==> src/rtl/sp_loader.sv <==
// Streams a header plus payload words from a valid/ready host port into the SP SRAM
// write port, then starts the SP and reports completion once it halts.
module sp_loader #(
    parameter int DATA_W    = 32,
    parameter int ADDR_W    = 16,
    parameter int MEM_DEPTH = 65536
) (
    input  logic              clk,
    input  logic              reset,
    input  logic              in_valid,
    input  logic [DATA_W-1:0] in_data,
    output logic              in_ready,
    output logic              mem_we,
    output logic [ADDR_W-1:0] mem_addr,
    output logic [DATA_W-1:0] mem_wdata,
    output logic              sp_start,
    input  logic              sp_halt,
    output logic              busy,
    output logic              done,
    output logic              err
);

    typedef enum logic [2:0] {
        IDLE  = 3'd0,
        LOAD  = 3'd1,
        START = 3'd2,
        RUN   = 3'd3,
        DONE  = 3'd4
    } state_t;

    localparam logic [16:0] DEPTH_L = 17'(MEM_DEPTH);

    state_t            state_q, state_d;
    logic [ADDR_W-1:0] base_q, base_d;
    logic [15:0]       count_q, count_d;
    logic [15:0]       idx_q, idx_d;
    logic              mem_we_q, mem_we_d;
    logic [ADDR_W-1:0] mem_addr_q, mem_addr_d;
    logic [DATA_W-1:0] mem_wdata_q, mem_wdata_d;
    logic              err_q, err_d;

    logic              xfer;
    logic [15:0]       hdr_base;
    logic [15:0]       hdr_count;
    logic [16:0]       hdr_end;

    assign xfer      = in_valid & in_ready;
    assign hdr_base  = in_data[31:16];
    assign hdr_count = in_data[15:0];
    // 17-bit sum so a header ending exactly at MEM_DEPTH is accepted and no wrap slips through
    assign hdr_end   = {1'b0, hdr_base} + {1'b0, hdr_count};

    always_comb begin
        state_d     = state_q;
        base_d      = base_q;
        count_d     = count_q;
        idx_d       = idx_q;
        mem_we_d    = 1'b0;
        mem_addr_d  = mem_addr_q;
        mem_wdata_d = mem_wdata_q;
        err_d       = 1'b0;
        case (state_q)
            IDLE: begin
                if (xfer) begin
                    if (hdr_end > DEPTH_L) begin
                        err_d = 1'b1;
                    end else if (hdr_count == 16'd0) begin
                        state_d = START;
                    end else begin
                        base_d  = hdr_base[ADDR_W-1:0];
                        count_d = hdr_count;
                        idx_d   = 16'd0;
                        state_d = LOAD;
                    end
                end
            end
            LOAD: begin
                if (xfer) begin
                    mem_we_d    = 1'b1;
                    mem_addr_d  = base_q + idx_q[ADDR_W-1:0];
                    mem_wdata_d = in_data;
                    idx_d       = idx_q + 16'd1;
                    if (idx_q == count_q - 16'd1) begin
                        state_d = START;
                    end
                end
            end
            START:   state_d = RUN;
            RUN:     if (sp_halt) state_d = DONE;
            DONE:    state_d = IDLE;
            default: state_d = IDLE;
        endcase
    end

    always_ff @(posedge clk or negedge reset) begin
        if (!reset) begin
            state_q     <= IDLE;
            base_q      <= '0;
            count_q     <= '0;
            idx_q       <= '0;
            mem_we_q    <= 1'b0;
            mem_addr_q  <= '0;
            mem_wdata_q <= '0;
            err_q       <= 1'b0;
        end else begin
            state_q     <= state_d;
            base_q      <= base_d;
            count_q     <= count_d;
            idx_q       <= idx_d;
            mem_we_q    <= mem_we_d;
            mem_addr_q  <= mem_addr_d;
            mem_wdata_q <= mem_wdata_d;
            err_q       <= err_d;
        end
    end

    // in_ready is held low while reset is asserted so nothing is accepted mid-reset
    assign in_ready  = reset & ((state_q == IDLE) | (state_q == LOAD));
    assign mem_we    = mem_we_q;
    assign mem_addr  = mem_addr_q;
    assign mem_wdata = mem_wdata_q;
    assign sp_start  = (state_q == RUN);
    assign busy      = (state_q != IDLE);
    assign done      = (state_q == DONE);
    assign err       = err_q;

endmodule
==> config.mk <==
export PLATFORM = sky130hd
export DESIGN_NAME = sp_loader
export DESIGN_NICKNAME = d
export VERILOG_FILES = /design/src/rtl/sp_loader.sv
export SDC_FILE = /design/constraint.sdc
export NUM_CORES = 1
export LEC_CHECK = 0
export ABC_AREA = 1
export CORE_MARGIN = 2
export CORE_UTILIZATION = 45
export CTS_CLUSTER_DIAMETER = 40
export DETAILED_ROUTE_END_ITERATION = 7
export GPL_TIMING_DRIVEN = 0
export PLACE_DENSITY = 0.74
export RECOVER_POWER = 50
export SYNTH_ARGS = -nofsm -noshare
export SYNTH_HDL_FRONTEND = slang
export SYNTH_SLANG_ARGS = --single-unit
export TNS_END_PERCENT = 10
==> constraint.sdc <==
create_clock -name clk -period 6.4 [get_ports clk]
set_input_delay 0.64 -clock clk [delete_from_list [all_inputs] [get_ports clk]]
set_output_delay 0.64 -clock clk [all_outputs]
set_load 0.005 [all_outputs]
**Word-level counts from Yosys, hierarchy flattened**

Cells that the tools add are included.
W data, S select, Z words.

- Word-level logic and storage cells: 54
- Output and inout port bits: 54
- Bits in registers: 101

- Bitwise gates (word level): 5
- Equal/unequal tests: 11
- Multiplexer cells: 17
- $lt $le $gt $ge: 1
- Add/subtract/negate cells: 4
- Reductions and logical operators: 8

Operators by type and width:

| operator | number |
|---|---|
| $mux W16 | 4 |
| $pmux W16 S2 | 1 |
| $add A16 B16 Y17 | 1 |
| $gt A17 B17 Y1 const B | 1 |
| $add A16 B1 Y16 const B | 1 |
| $add A16 B16 Y16 | 1 |
| $eq A16 B16 Y1 | 1 |
| $logic_not A16 Y1 | 1 |
| $sub A16 B1 Y16 const B | 1 |
| $mux W3 | 5 |
| $pmux W3 S4 | 1 |
| $ne A2 B2 Y1 const B | 5 |
| $reduce_and A5 Y1 | 2 |
| $eq A3 B2 Y1 const B | 2 |
| $mux W1 | 5 |
| $reduce_and A4 Y1 | 1 |
| $eq A3 B1 Y1 const B | 1 |
| $eq A3 B3 Y1 const B | 1 |
| $logic_not A3 Y1 | 1 |
| $reduce_bool A3 Y1 | 1 |
| $and A1 B1 Y1 | 2 |
| $mux W2 | 1 |
| $ne A2 B1 Y1 const B | 1 |
| $not A1 Y1 | 2 |
| 3 further kinds | 3 |

**Depth between registers and ports, before layout**

- Word-level depth: 6
- Depth in mapped cells: 18

**Worst setup path before layout**

OpenSTA, ideal clock, no wires.

- Path type: input-to-reg
- Start point: in in_data[0]
- End point: reg count_q[7]
- Slack: 3.724 ns
- Library setup time: 0.118 ns
- Arrival time: 2.558 ns
- Path buffers: 1
- Data required time: 6.282 ns
- Cell stages on the path: 16
- Cells stage by stage: ha_1 -> fa_1 -> or2_2 -> nor2_1 -> nand3_1 -> nor2_1 -> nand2_1 -> nor2_1 -> nand2_1 -> nor2_2 -> nand2_2 -> nand2_2 -> nand2_4 -> buf_6 -> nand2_1 -> o21ai_2

- Word-level cells in the longest chain between the ends: 4
- Elaborated cells between the ends (all ways): 6
- Those cells by class: 1 x add/sub; 1 x order compare; 2 x bitwise; 2 x reduce/logical

Ends and longest elaborated chain:

| what | RTL line | RTL |
|---|---|---|
| start: declaration | 11 | `input logic [DATA_W-1:0] in_data,` |
| $add A16 B16 Y17 | 51 | `assign hdr_end = {1'b0, hdr_base} + {1'b0, hdr_count};` |
| $gt A17 B17 Y1 | 65 | `if (hdr_end > DEPTH_L) begin` |
| $not A1 Y1 (no line) | n/a |  |
| $reduce_and A4 Y1 (no line) (*) | n/a |  |
| end signal: assignment | 108 | `count_q <= count_d;` |
| end: declaration | 35 | `logic [15:0] count_q, count_d;` |

Mark *: on every way between the ends. The rest lies on a longest branch, timed or not.
A chain may end at the register's enable or synchronous reset.

**Worst setup path after layout**

- Start point: in reset
- End point: reg mem_wdata_q[25], in the netlist mem_wdata[25]

- Word-level cells in the longest chain between the ends: 3

Ends and longest elaborated chain:

| what | RTL line | RTL |
|---|---|---|
| start: declaration | 9 | `input logic reset,` |
| $and A1 B1 Y1 | 118 | `assign in_ready = reset & ((state_q == IDLE) \| (state_q == LOAD));` |
| $and A1 B1 Y1 | 47 | `assign xfer = in_valid & in_ready;` |
| $reduce_and A2 Y1 (no line) | n/a |  |
| end signal: assignment | 112 | `mem_wdata_q <= mem_wdata_d;` |
| end: declaration | 39 | `logic [DATA_W-1:0] mem_wdata_q, mem_wdata_d;` |

Every way passes these cells.

==> results.yml <==
synthesis:
  synthSimpleGateAreaFrac_pct: 32.0
  synth_compound_area_share_pct: 10.1
  ys_types: 38
  synth-seq-area-share_pct: 38.2
  synth.avg_cell_area_sq_um: 7.23
  synth_cells: 914
  synth-adder-area-share_pct: 6.85
  synth_nets: 985
  async_flop_share_pct: 100
  ys_warn_count: 0
  synthFlopType: "dfrtp_1"
  ys_ff_latch: 101
  synth.area.mux_share_pct: 0
  synth_xor_area_share_pct: 4.66
  synth_top_family_by_area: "simple AND/OR/NAND/NOR gates"
  synth_area_sq_um: 6610
  synth-edff-count: 0
global_route:
  grt_pass1_wl_um: 29600
  grt.total_usage_pct: 23.7
  antenna_found_initial: 0
  overflow: 0
  grt_max_degree: 71
  grt_pass1_vias: 6029
cells_and_area:
  fill_cells: 1390
  nets: 1086
  drive_gt1_share_pct: 7.16
  areaGrowthSynthToFinish_pct: 22.2
  antenna_cells: 0
  stdcell_count: 1203
critical_path:
  critical_path.cell_chain: "clkbuf_1 > buf_16 > inv_1 > nor2_1 > nand2_1 > nor2_1 > inv_2 > clkbuf_1 > nand2_1 > o21ai_0"
  path_max_fanout: 70
  critPathSlowestCell: "clkbuf_1"
  cpPeakStageDelay_ns: 1.30
  end_kind: "register"
  cp_top_family: "buffers and inverters"
  cp.arrival_ns: 4.28
  critPathKind: "input pin to register"
  cp-start-kind: "input pin"
  crit_buf_inv: 5
  critPathRequiredTime_ns: 6.62
placement:
  port_buffers: 89
  dpl.hpwl_um: 14100
  place.gp.congestion: 0.971
  dp.cells: 1188
power_and_ir_drop:
  switchingPower_mw: 1.13
  powerDensity_nw_per_um2: 368
  power_frac_seq_pct: 37.3
  p_comb_share_pct: 42.4
  switching_share_pct: 38.2
  p_clk_share_pct: 20.3
  internal-power_mw: 1.84
  ir_drop_mv: 0.229
  leakagePower_nw: 4.17
  fin_total_pwr_mw: 2.97
timing:
  hold_violations: 0
  fin_crit_ns: 4.06
  worst_pin_slew_ns: 1.86
  setup_tns_ns: 0
  fmax_ghz: 0.246
  setup_viol: 0
  fin_worst_skew_ns: 0.00824
  period_share_pct: 63.4
  slew_violations: 33
  rsz0062_at_grt: "no"
  slew_headroom_pct: -23.9
job:
  max_cap_violations: 1
min_path:
  min_path_type: "register to register"
detailed_routing:
  drc: 0
  drt_iter0_markers: 295
  first_pass_iters: 5
  antenna_left: 0
  vias: 6266
  viasPerCell: 5.21
  finalWirelength_um: 18100
  wl_per_cell_um: 15.0
clocking:
  numClockSinks: 101
  post_cts_resized: 0
  clk_path_buf_depth: 2
  clkTransAtPathRegs_ns: 0.07
  cts_tree: "built"
  insertion_delay_ns: 0.36
  ctsHoldBuffers: 0
  h-tree-depth: 3
  clockRootBuffer: "clkbuf_16"
  cts_setup_buffers: 0
  cts_inserted_buffers: 9
die:
  die-area_sq_um: 15700
  fp.coreArea_sq_um: 14400
  die_x_um: 125
  rows: 44
  dieHeight_um: 125
  io_pins: 90
  start_util_pct: 45.8
run_status:
  status: "finished with violations"
  violations: "capacitance limit, slew limit"
==> sequential cells by signal, summed over array words and instances, names as in the netlist <==
| signal | count |
|---|---|
| base_q | 16 |
| count_q | 16 |
| err | 1 |
| idx_q | 16 |
| mem_addr | 16 |
| mem_wdata | 32 |
| mem_we | 1 |
| state_q | 3 |
==> through the flow <==
step	hold slack, ns	utilization [%]	instance area [sq um]	worst slack (ns)
5_1_grt	0.494	56.0	8080	1.86
3_3_place_gp	0.458	53.6	7730	-0.222
3_5_place_dp	0.458	53.8	7760	2.79
2_1_floorplan	0.344	-	6610	3.72
4_1_cts	0.231	56.0	8080	3.17
6_report	0.472	56.0	8080	2.34
==> logic make-up after synthesis <==
logic type               after synthesis
buffers and inverters                130
AND/OR/NAND/NOR                      507
flip-flops                           101
XOR/XNOR                              32
adder cells (fa/ha/maj)               35
AO/OA/AOI/OAI                        109
==> placed cells by master, fill, tap and decap left out, drive strengths merged, types with 3 or more instances in the layout <==
cell type,n
nand2,320
dfrtp,101
buf,11
or2,6
clkdlybuf4s50,61
nand3b,6
clkbuf,23
a21oi,29
nor3,8
xnor2,11
nor2,85
o21ai,69
dlygate4sd3,27
xor2,19
ha,33
nand3,69
nand4,11
clkinv,3
inv,107
==> cell type report <==
class	count	area [sq um]	share of cell area [%]
timing repair buffer	90	912	11.3
multi-input combinational	683	3540	43.8
buffer	22	138	1.70
clock buffer	10	239	2.96
inverter	108	405	5.02
sequential	101	2530	31.3
tap	184	230	2.85
clock inverter	5	85.1	1.05
==> cell usage after synthesis, types with 3 or more instances <==
cell	instances	area (sq um)
dfrtp_1	101	2530
ha_1	33	413
nand2_2	4	25.0
clkbuf_1	12	45.0
nand4_1	11	68.8
o21ai_1	3	15.0
nand3_2	3	30.0
nor2_1	80	300
nand2_1	315	1180
o21ai_0	44	220
nand3b_1	6	45.0
xor2_1	19	166
o21ai_2	22	193
xnor2_1	11	96.3
buf_6	6	67.6
a21oi_1	27	135
inv_2	3	11.3
or2_2	6	37.5
inv_1	104	390
nor2_2	5	31.3
nor3_1	8	40.0
nand3_1	66	330
==> tightest hold or removal path, delay by kind of cell, from the launching register on <==
family / cells / cell delay [ns]
and+or+nand+nor: 2 / 0.09
DFF: 1 / 0.34
==> worst paths after layout <==
path                          startpoint       endpoint  slack, ns  cells past startpoint
max                                reset  mem_wdata[25]       2.34                     10
min                        mem_wdata[26]  mem_wdata[26]       0.47                      2
max reg2reg                     idx_q[0]   mem_addr[12]       3.86                     11
min reg2reg                mem_wdata[26]  mem_wdata[26]       0.47                      2
max in group asynchronous          reset  mem_wdata[25]       4.52                      2
min in group asynchronous          reset       idx_q[1]       0.78                      1
==> power by group through the flow <==
stage / clock network (mW) / registers, mW / logic (mW)
2_1_floorplan: 0 / 1.05 / 0.767
3_5_place_dp: 0 / 1.11 / 1.29
4_1_cts: 0.612 / 1.11 / 1.29
6_report: 0.603 / 1.11 / 1.26
5_1_grt: 0.639 / 1.14 / 1.42
3_3_place_gp: 0 / 1.12 / 1.26
==> per-layer routing <==
metal  GRT usage (%)  routed length, um
met1            31.0               8040
met2            38.4               8250
met3            4.62               1100
met4            10.6                701
met5               0                  0
Note: power is estimated with default switching activity, not from simulation.
